$ cat src/rtl/sppm_frame_ctrl_pkg.sv
// Shared types and helpers for the SPPM frame sequencer.
// State encoding, no-hit sentinel and saturating increment.
package sppm_pkg;

    localparam int unsigned TMR_W = 16;

    typedef enum logic [1:0] {
        IDLE,
        PRIME,
        RUN,
        DRAIN
    } state_e;

    function automatic logic [31:0] all_ones(input int unsigned w);
        logic [31:0] r;
        if (w >= 32) begin
            r = 32'hFFFF_FFFF;
        end else begin
            r = (32'd1 << w) - 32'd1;
        end
        return r;
    endfunction

    function automatic logic [31:0] POS_NONE(input int unsigned w);
        return all_ones(w);
    endfunction

    function automatic logic [31:0] sat_inc(input logic [31:0] v,
                                            input int unsigned w);
        logic [31:0] top;
        top = all_ones(w);
        return (v >= top) ? top : v + 32'd1;
    endfunction

endpackage

$ cat src/rtl/sppm_frame_ctrl_if.sv
// Result handshake bundle between the frame sequencer and its consumer.
// Master drives the result, slave returns ready.
interface sppm_res_if #(
    parameter int POS_W = 7,
    parameter int CNT_W = 8
);
    logic             res_valid;
    logic             res_ready;
    logic [POS_W-1:0] res_pos;
    logic [CNT_W-1:0] res_hits;

    modport master (
        output res_valid,
        output res_pos,
        output res_hits,
        input  res_ready
    );

    modport slave (
        input  res_valid,
        input  res_pos,
        input  res_hits,
        output res_ready
    );
endinterface

$ cat src/rtl/sppm_frame_ctrl_timer.sv
// Modulo-LEN frame position counter.
// clr holds the count at zero; wrap_o flags the last position.
module sppm_frame_timer #(
    parameter int unsigned LEN = 128,
    parameter int unsigned W   = 16
) (
    input  logic         clk,
    input  logic         rst,
    input  logic         clr,
    output logic [W-1:0] cnt_o,
    output logic         wrap_o
);

    logic [W-1:0] cnt_q;
    logic [W-1:0] cnt_d;

    assign wrap_o = (cnt_q == W'(LEN - 1));
    assign cnt_o  = cnt_q;

    always_comb begin
        cnt_d = cnt_q + 1'b1;
        if (clr || wrap_o) begin
            cnt_d = '0;
        end
    end

    always_ff @(posedge clk) begin
        if (rst) begin
            cnt_q <= '0;
        end else begin
            cnt_q <= cnt_d;
        end
    end

endmodule

$ cat src/rtl/sppm_frame_ctrl.sv
// SPPM frame sequencer: issues syn strobes, reduces each readout
// window to first-hit slot and hit count, and hands it downstream.
module sppm_frame_ctrl
    import sppm_pkg::*;
#(
    parameter int unsigned FRAME_LEN = 128,
    parameter int unsigned NBINS     = 101,
    parameter int unsigned POS_W     = 7,
    parameter int unsigned CNT_W     = 8
) (
    input  logic             clk,
    input  logic             rst,
    input  logic             en,
    output logic             syn_o,
    input  logic             det_i,
    sppm_res_if.master       res,
    output logic [15:0]      frame_cnt,
    output logic [CNT_W-1:0] drop_cnt,
    output logic             busy
);

    localparam logic [TMR_W-1:0] T_FIRST = TMR_W'(1);
    localparam logic [TMR_W-1:0] T_LAST  = TMR_W'(NBINS);
    localparam logic [TMR_W-1:0] T_PUSH  = TMR_W'(NBINS + 1);
    localparam logic [POS_W-1:0] PNONE   = POS_W'(POS_NONE(POS_W));

    state_e             state_q, state_d;
    logic               syn_q, syn_d;
    logic [TMR_W-1:0]   tmr;
    logic               wrap;
    logic               tmr_clr;

    logic [POS_W-1:0]   pos_acc_q, pos_acc_d;
    logic [CNT_W-1:0]   hit_acc_q, hit_acc_d;

    logic               vld_q, vld_d;
    logic [POS_W-1:0]   pos_q, pos_d;
    logic [CNT_W-1:0]   hits_q, hits_d;
    logic [15:0]        fcnt_q, fcnt_d;
    logic [CNT_W-1:0]   drop_q, drop_d;

    logic               rd_phase;
    logic               win;
    logic               push;

    sppm_frame_timer #(
        .LEN (FRAME_LEN),
        .W   (TMR_W)
    ) u_timer (
        .clk    (clk),
        .rst    (rst),
        .clr    (tmr_clr),
        .cnt_o  (tmr),
        .wrap_o (wrap)
    );

    // Readout of the previous frame overlaps capture in RUN and DRAIN.
    assign rd_phase = (state_q == RUN) || (state_q == DRAIN);
    assign win      = rd_phase && (tmr >= T_FIRST) && (tmr <= T_LAST);
    assign push     = rd_phase && (tmr == T_PUSH);

    always_comb begin
        state_d = state_q;
        syn_d   = 1'b0;
        tmr_clr = 1'b0;
        unique case (state_q)
            IDLE: begin
                tmr_clr = 1'b1;
                if (en) begin
                    state_d = PRIME;
                    syn_d   = 1'b1;
                end
            end
            PRIME: begin
                if (wrap) begin
                    if (en) begin
                        state_d = RUN;
                        syn_d   = 1'b1;
                    end else begin
                        state_d = IDLE;
                    end
                end
            end
            RUN: begin
                if (wrap) begin
                    if (en) begin
                        syn_d = 1'b1;
                    end else begin
                        state_d = DRAIN;
                    end
                end
            end
            DRAIN: begin
                if (tmr == T_PUSH) begin
                    state_d = IDLE;
                end
            end
            default: state_d = IDLE;
        endcase
    end

    always_comb begin
        pos_acc_d = pos_acc_q;
        hit_acc_d = hit_acc_q;
        if (rd_phase && (tmr == T_FIRST)) begin
            pos_acc_d = PNONE;
            hit_acc_d = '0;
        end
        if (win && det_i) begin
            if (pos_acc_d == PNONE) begin
                pos_acc_d = POS_W'(tmr - T_FIRST);
            end
            hit_acc_d = CNT_W'(sat_inc(32'(hit_acc_d), CNT_W));
        end
    end

    // A pending result is only replaced when the consumer takes it.
    always_comb begin
        vld_d  = vld_q;
        pos_d  = pos_q;
        hits_d = hits_q;
        fcnt_d = fcnt_q;
        drop_d = drop_q;
        if (push) begin
            if (!vld_q || res.res_ready) begin
                vld_d  = 1'b1;
                pos_d  = pos_acc_q;
                hits_d = hit_acc_q;
                fcnt_d = fcnt_q + 16'd1;
            end else begin
                drop_d = CNT_W'(sat_inc(32'(drop_q), CNT_W));
            end
        end else if (vld_q && res.res_ready) begin
            vld_d = 1'b0;
        end
    end

    always_ff @(posedge clk) begin
        if (rst) begin
            state_q   <= IDLE;
            syn_q     <= 1'b0;
            pos_acc_q <= PNONE;
            hit_acc_q <= '0;
            vld_q     <= 1'b0;
            pos_q     <= PNONE;
            hits_q    <= '0;
            fcnt_q    <= '0;
            drop_q    <= '0;
        end else begin
            state_q   <= state_d;
            syn_q     <= syn_d;
            pos_acc_q <= pos_acc_d;
            hit_acc_q <= hit_acc_d;
            vld_q     <= vld_d;
            pos_q     <= pos_d;
            hits_q    <= hits_d;
            fcnt_q    <= fcnt_d;
            drop_q    <= drop_d;
        end
    end

    assign syn_o         = syn_q;
    assign res.res_valid = vld_q;
    assign res.res_pos   = pos_q;
    assign res.res_hits  = hits_q;
    assign frame_cnt     = fcnt_q;
    assign drop_cnt      = drop_q;
    assign busy          = (state_q != IDLE);

endmodule

$ cat src/flat_wrapper.sv
// flat-port wrapper written by rule: the top's interface ports become plain ports
module sppm_frame_ctrl_flat import sppm_pkg::*;
#(
    parameter int unsigned FRAME_LEN = 128,
    parameter int unsigned NBINS     = 101,
    parameter int unsigned POS_W     = 7,
    parameter int unsigned CNT_W     = 8
)
  (clk, rst, en, syn_o, det_i, frame_cnt, drop_cnt, busy, res_res_valid, res_res_pos, res_res_hits, res_res_ready);
  sppm_res_if #(.POS_W(POS_W), .CNT_W(CNT_W)) res_i ();
  input  logic clk;
  input  logic rst;
  input  logic en;
  output logic syn_o;
  input  logic det_i;
  output logic [15:0] frame_cnt;
  output logic [CNT_W-1:0] drop_cnt;
  output logic busy;
  output wire logic [$bits(res_i.res_valid)-1:0] res_res_valid;
  output wire logic [$bits(res_i.res_pos)-1:0] res_res_pos;
  output wire logic [$bits(res_i.res_hits)-1:0] res_res_hits;
  input wire logic [$bits(res_i.res_ready)-1:0] res_res_ready;
  assign res_res_valid = res_i.res_valid;
  assign res_res_pos = res_i.res_pos;
  assign res_res_hits = res_i.res_hits;
  assign res_i.res_ready = res_res_ready;
  sppm_frame_ctrl #(.FRAME_LEN(FRAME_LEN), .NBINS(NBINS), .POS_W(POS_W), .CNT_W(CNT_W)) u_core (.clk(clk), .rst(rst), .en(en), .syn_o(syn_o), .det_i(det_i), .res(res_i), .frame_cnt(frame_cnt), .drop_cnt(drop_cnt), .busy(busy));
endmodule
$ cat config.mk
export PLATFORM = sky130hd
export DESIGN_NAME = sppm_frame_ctrl_flat
export DESIGN_NICKNAME = d
export VERILOG_FILES = /design/src/rtl/sppm_frame_ctrl_pkg.sv /design/src/rtl/sppm_frame_ctrl_if.sv /design/src/rtl/sppm_frame_ctrl_timer.sv /design/src/rtl/sppm_frame_ctrl.sv /design/src/flat_wrapper.sv
export SDC_FILE = /design/constraint.sdc
export NUM_CORES = 1
export LEC_CHECK = 0
export ABC_AREA = 1
export CORE_MARGIN = 2
export CORE_UTILIZATION = 60
export DETAILED_ROUTE_END_ITERATION = 6
export GPL_TIMING_DRIVEN = 0
export PLACE_DENSITY = 0.95
export REMOVE_ABC_BUFFERS = 1
export SLEW_MARGIN = 20
export SYNTH_ARGS = -nofsm -noshare
export SYNTH_HDL_FRONTEND = slang
export SYNTH_SLANG_ARGS = --single-unit
$ cat constraint.sdc
create_clock -name clk -period 5 [get_ports clk]
set_clock_uncertainty 0.1 [all_clocks]
set_input_delay 1 -clock clk [delete_from_list [all_inputs] [get_ports clk]]
set_output_delay 1 -clock clk [all_outputs]
set_load 0.01 [all_outputs]
==> impl_metrics.env <==
export IMPL_hp_start="u_core.hit_acc_q[7]$_SDFF_PP0_"
export IMPL_fin_crit_sh=0.845
export IMPL_die_y_um=84.7
export IMPL_cts_buffer_depth=2
export IMPL_drc=0
export IMPL_path_clk_slew_ns=0.07
export IMPL_period_needed_ns=4.23
export IMPL_cts_resized=0
export IMPL_path_class="primary input to flip-flop"
export IMPL_reg2reg_from="u_core.state_q[0]$_SDFFE_PP0P_"
export IMPL_place_gp_congestion=0.829
export IMPL_whs_endpoint="u_core.hit_acc_q[7]$_SDFF_PP0_"
export IMPL_rsz0062_at_grt="false"
export IMPL_final_cell_mix="119 x nand2_1, 74 x dfxtp_1, 58 x nor2_1, 54 x inv_1, 46 x clkdlybuf4s50_1"
export IMPL_grt_use_total=0.246
export IMPL_clk_latency_ns=0.35
export IMPL_cts_tree="done"
export IMPL_setup_tns_ns=0
export IMPL_status="finished clean"
export IMPL_initial_utilization=0.619
export IMPL_worst_slack_ns=0.773
export IMPL_rows=29
export IMPL_syn_inst=538
export IMPL_reg2regPathDepth=8
export IMPL_die_area_mm2=0.00718
export IMPL_synth_area_mm2=0.00391
export IMPL_grt_max_degree=37
export IMPL_antenna_found_initial=0
export IMPL_routed_wl_um=8800
export IMPL_fill_cells=488
export IMPL_ios=47
export IMPL_max_cap_viol_count=0
export IMPL_vias=3691
export IMPL_slew_viol_final=0
export IMPL_grt_overflow=0
export IMPL_synth_async_sr_flop_share=0
export IMPL_end_kind="flip-flop"
export IMPL_cp_max_fo=36
export IMPL_relSlewSlack=0.301
export IMPL_hp_class="flip-flop to flip-flop"
export IMPL_cts_buffers=9
export IMPL_holdWs_ns=0.375
export IMPL_syn_to_final_growth_pct=19.0
export IMPL_p_per_area_mw_per_mm2=313
export IMPL_htree_levels=3
export IMPL_drive_gt1_frac=0.108
export IMPL_core_mm2=0.00631
export IMPL_yosys_most_used_dff="dfxtp_1"
export IMPL_hpwl_um=6190
export IMPL_fmax_mhz=237
export IMPL_arrival_ns=4.37
export IMPL_final_nets=596
export IMPL_hold_violations=0
export IMPL_postCtsSetupBuffers=0
export IMPL_routed_via_density=5.58
export IMPL_peakVddDrop_mv=0.289
export IMPL_p_leak_nw=1.86
export IMPL_cts_hold_buffers_added=0
export IMPL_wl_per_cell_um=13.3
export IMPL_pre_cts_ws_ns=0.486
export IMPL_synth_edf_count=0
export IMPL_worst_pin_slew_ns=1.04
export IMPL_drt_initial_drc_count=123
export IMPL_yosysUniqueCellTypes=43
export IMPL_final_common_cell="nand2_1"
export IMPL_setup_viol=0
export IMPL_die_w_um=84.7
export IMPL_ys_ff_latch=74
export IMPL_portBuffers=46
export IMPL_antenna_cells=0
export IMPL_cp_start_kind="primary input"
export IMPL_grt_pass1_wl_um=14600
export IMPL_syn_avg_cell_area_um2=7.27
export IMPL_hold_depth=2
export IMPL_yosysWarnings=0
export IMPL_reg2reg_slack_ns=2.56
export IMPL_drt_pre_antenna_iters=4
export IMPL_yosysSeqAreaShare=0.379
export IMPL_cts_root_buffer="clkbuf_8"
export IMPL_ant_nets=0
export IMPL_r2r_end="u_core.frame_cnt[6]$_SDFFE_PP0P_"
export IMPL_clkSinkCount=74
export IMPL_worst_endpoint_required_ns=5.15
export IMPL_grt_pass1_vias=3535
-- power breakdown --
part           leakage [nW]  switching [W]  internal, W
clock                 0.134       0.000219     0.000395
combinational          1.13       0.000143    0.0000800
sequential            0.597      0.0000154     0.000605
-- cells in the mapped netlist, drive strengths merged, types with 2 or more instances --
master	number	area (um^2)
clkbuf	5	18.8
nor4	2	12.5
nand2	129	519
o21ai	22	114
o31ai	2	20.0
o211ai	7	52.6
xnor2	4	35.0
nor3b	2	15.0
or2	4	25.0
xor2	13	114
a21oi	37	185
clkinv	2	8.75
dfxtp	74	1480
o21a	3	22.5
buf	10	63.8
inv	59	221
nand4	6	43.8
ha	11	138
nand3	48	288
nor2	73	364
a31oi	2	12.5
nor3	20	130
-- per-stage QoR --
step	cell area [um^2]	instances	utilization	power, W
after global routing	4650	662	0.736	0.00152
final	4650	662	0.736	0.00146
after global placement	4380	646	0.694	0.000836
after detailed placement	4380	646	0.694	0.000851
after floorplan	3830	523	-	0.000791
after CTS	4650	662	0.736	0.00146
-- layer usage --
metal,vias up,global-route usage,part of all wire
li1,1821,-,-
met1,1686,0.261,0.40
met2,141,0.437,0.50
met3,43,0.0669,0.059
met4,0,0.137,0.035
met5,-,0,0
-- cell type report --
| type | instances | area [um^2] | share of cell area |
|---|---|---|---|
| sequential | 74 | 1480 | 0.319 |
| inverter | 61 | 230 | 0.0495 |
| timing repair buffer | 46 | 460 | 0.0990 |
| clock buffer | 11 | 141 | 0.0304 |
| tap | 77 | 96.3 | 0.0207 |
| clock inverter | 5 | 125 | 0.0269 |
| multi-input combinational | 388 | 2110 | 0.455 |
-- critical path, cell delays in order --
cell,delay (ns)
clkdlybuf4s50_1,1.09
clkinv_1,1.12
nand3_1,0.90
o21bai_1,0.20
a21oi_1,0.05
-- state kept, by name, indices dropped and copies added, names as in the netlist, named ones only --
signal                flops
u_core.syn_o              1
u_core.res.res_hits       8
u_core.res.res_valid      1
u_core.hit_acc_q          8
u_core.frame_cnt         16
u_core.res.res_pos        7
u_core.u_timer.cnt_o     16
u_core.drop_cnt           8
u_core.pos_acc_q          7
u_core.state_q            1
-- cells by family (layout without fill, tap and decap cells) --
logic type	Yosys count	in the layout	share of synthesized area
adders and majority gates	11	11	0.0352
xor gates and xnor gates	17	17	0.0381
DFF	74	74	0.379
buffers and inverters	76	123	0.0800
AOI/OAI and AO/OA	75	75	0.108
and+or+nand+nor	285	285	0.359
-- how the worst max path moves through the flow --
stage	start	end	slack (ns)
6_report	rst	u_core.u_timer.cnt_o[10]$_SDFF_PP0_	0.77
4_1_cts	rst	u_core.u_timer.cnt_o[10]$_SDFF_PP0_	0.84
3_3_place_gp	rst	u_core.u_timer.cnt_o[10]$_SDFF_PP0_	0.53
2_1_floorplan	rst	u_core.u_timer.cnt_o[10]$_SDFF_PP0_	2.55
3_5_place_dp	rst	u_core.u_timer.cnt_o[10]$_SDFF_PP0_	0.49
5_1_grt	rst	u_core.u_timer.cnt_o[10]$_SDFF_PP0_	0.53
(Power assumes the default switching activity.)
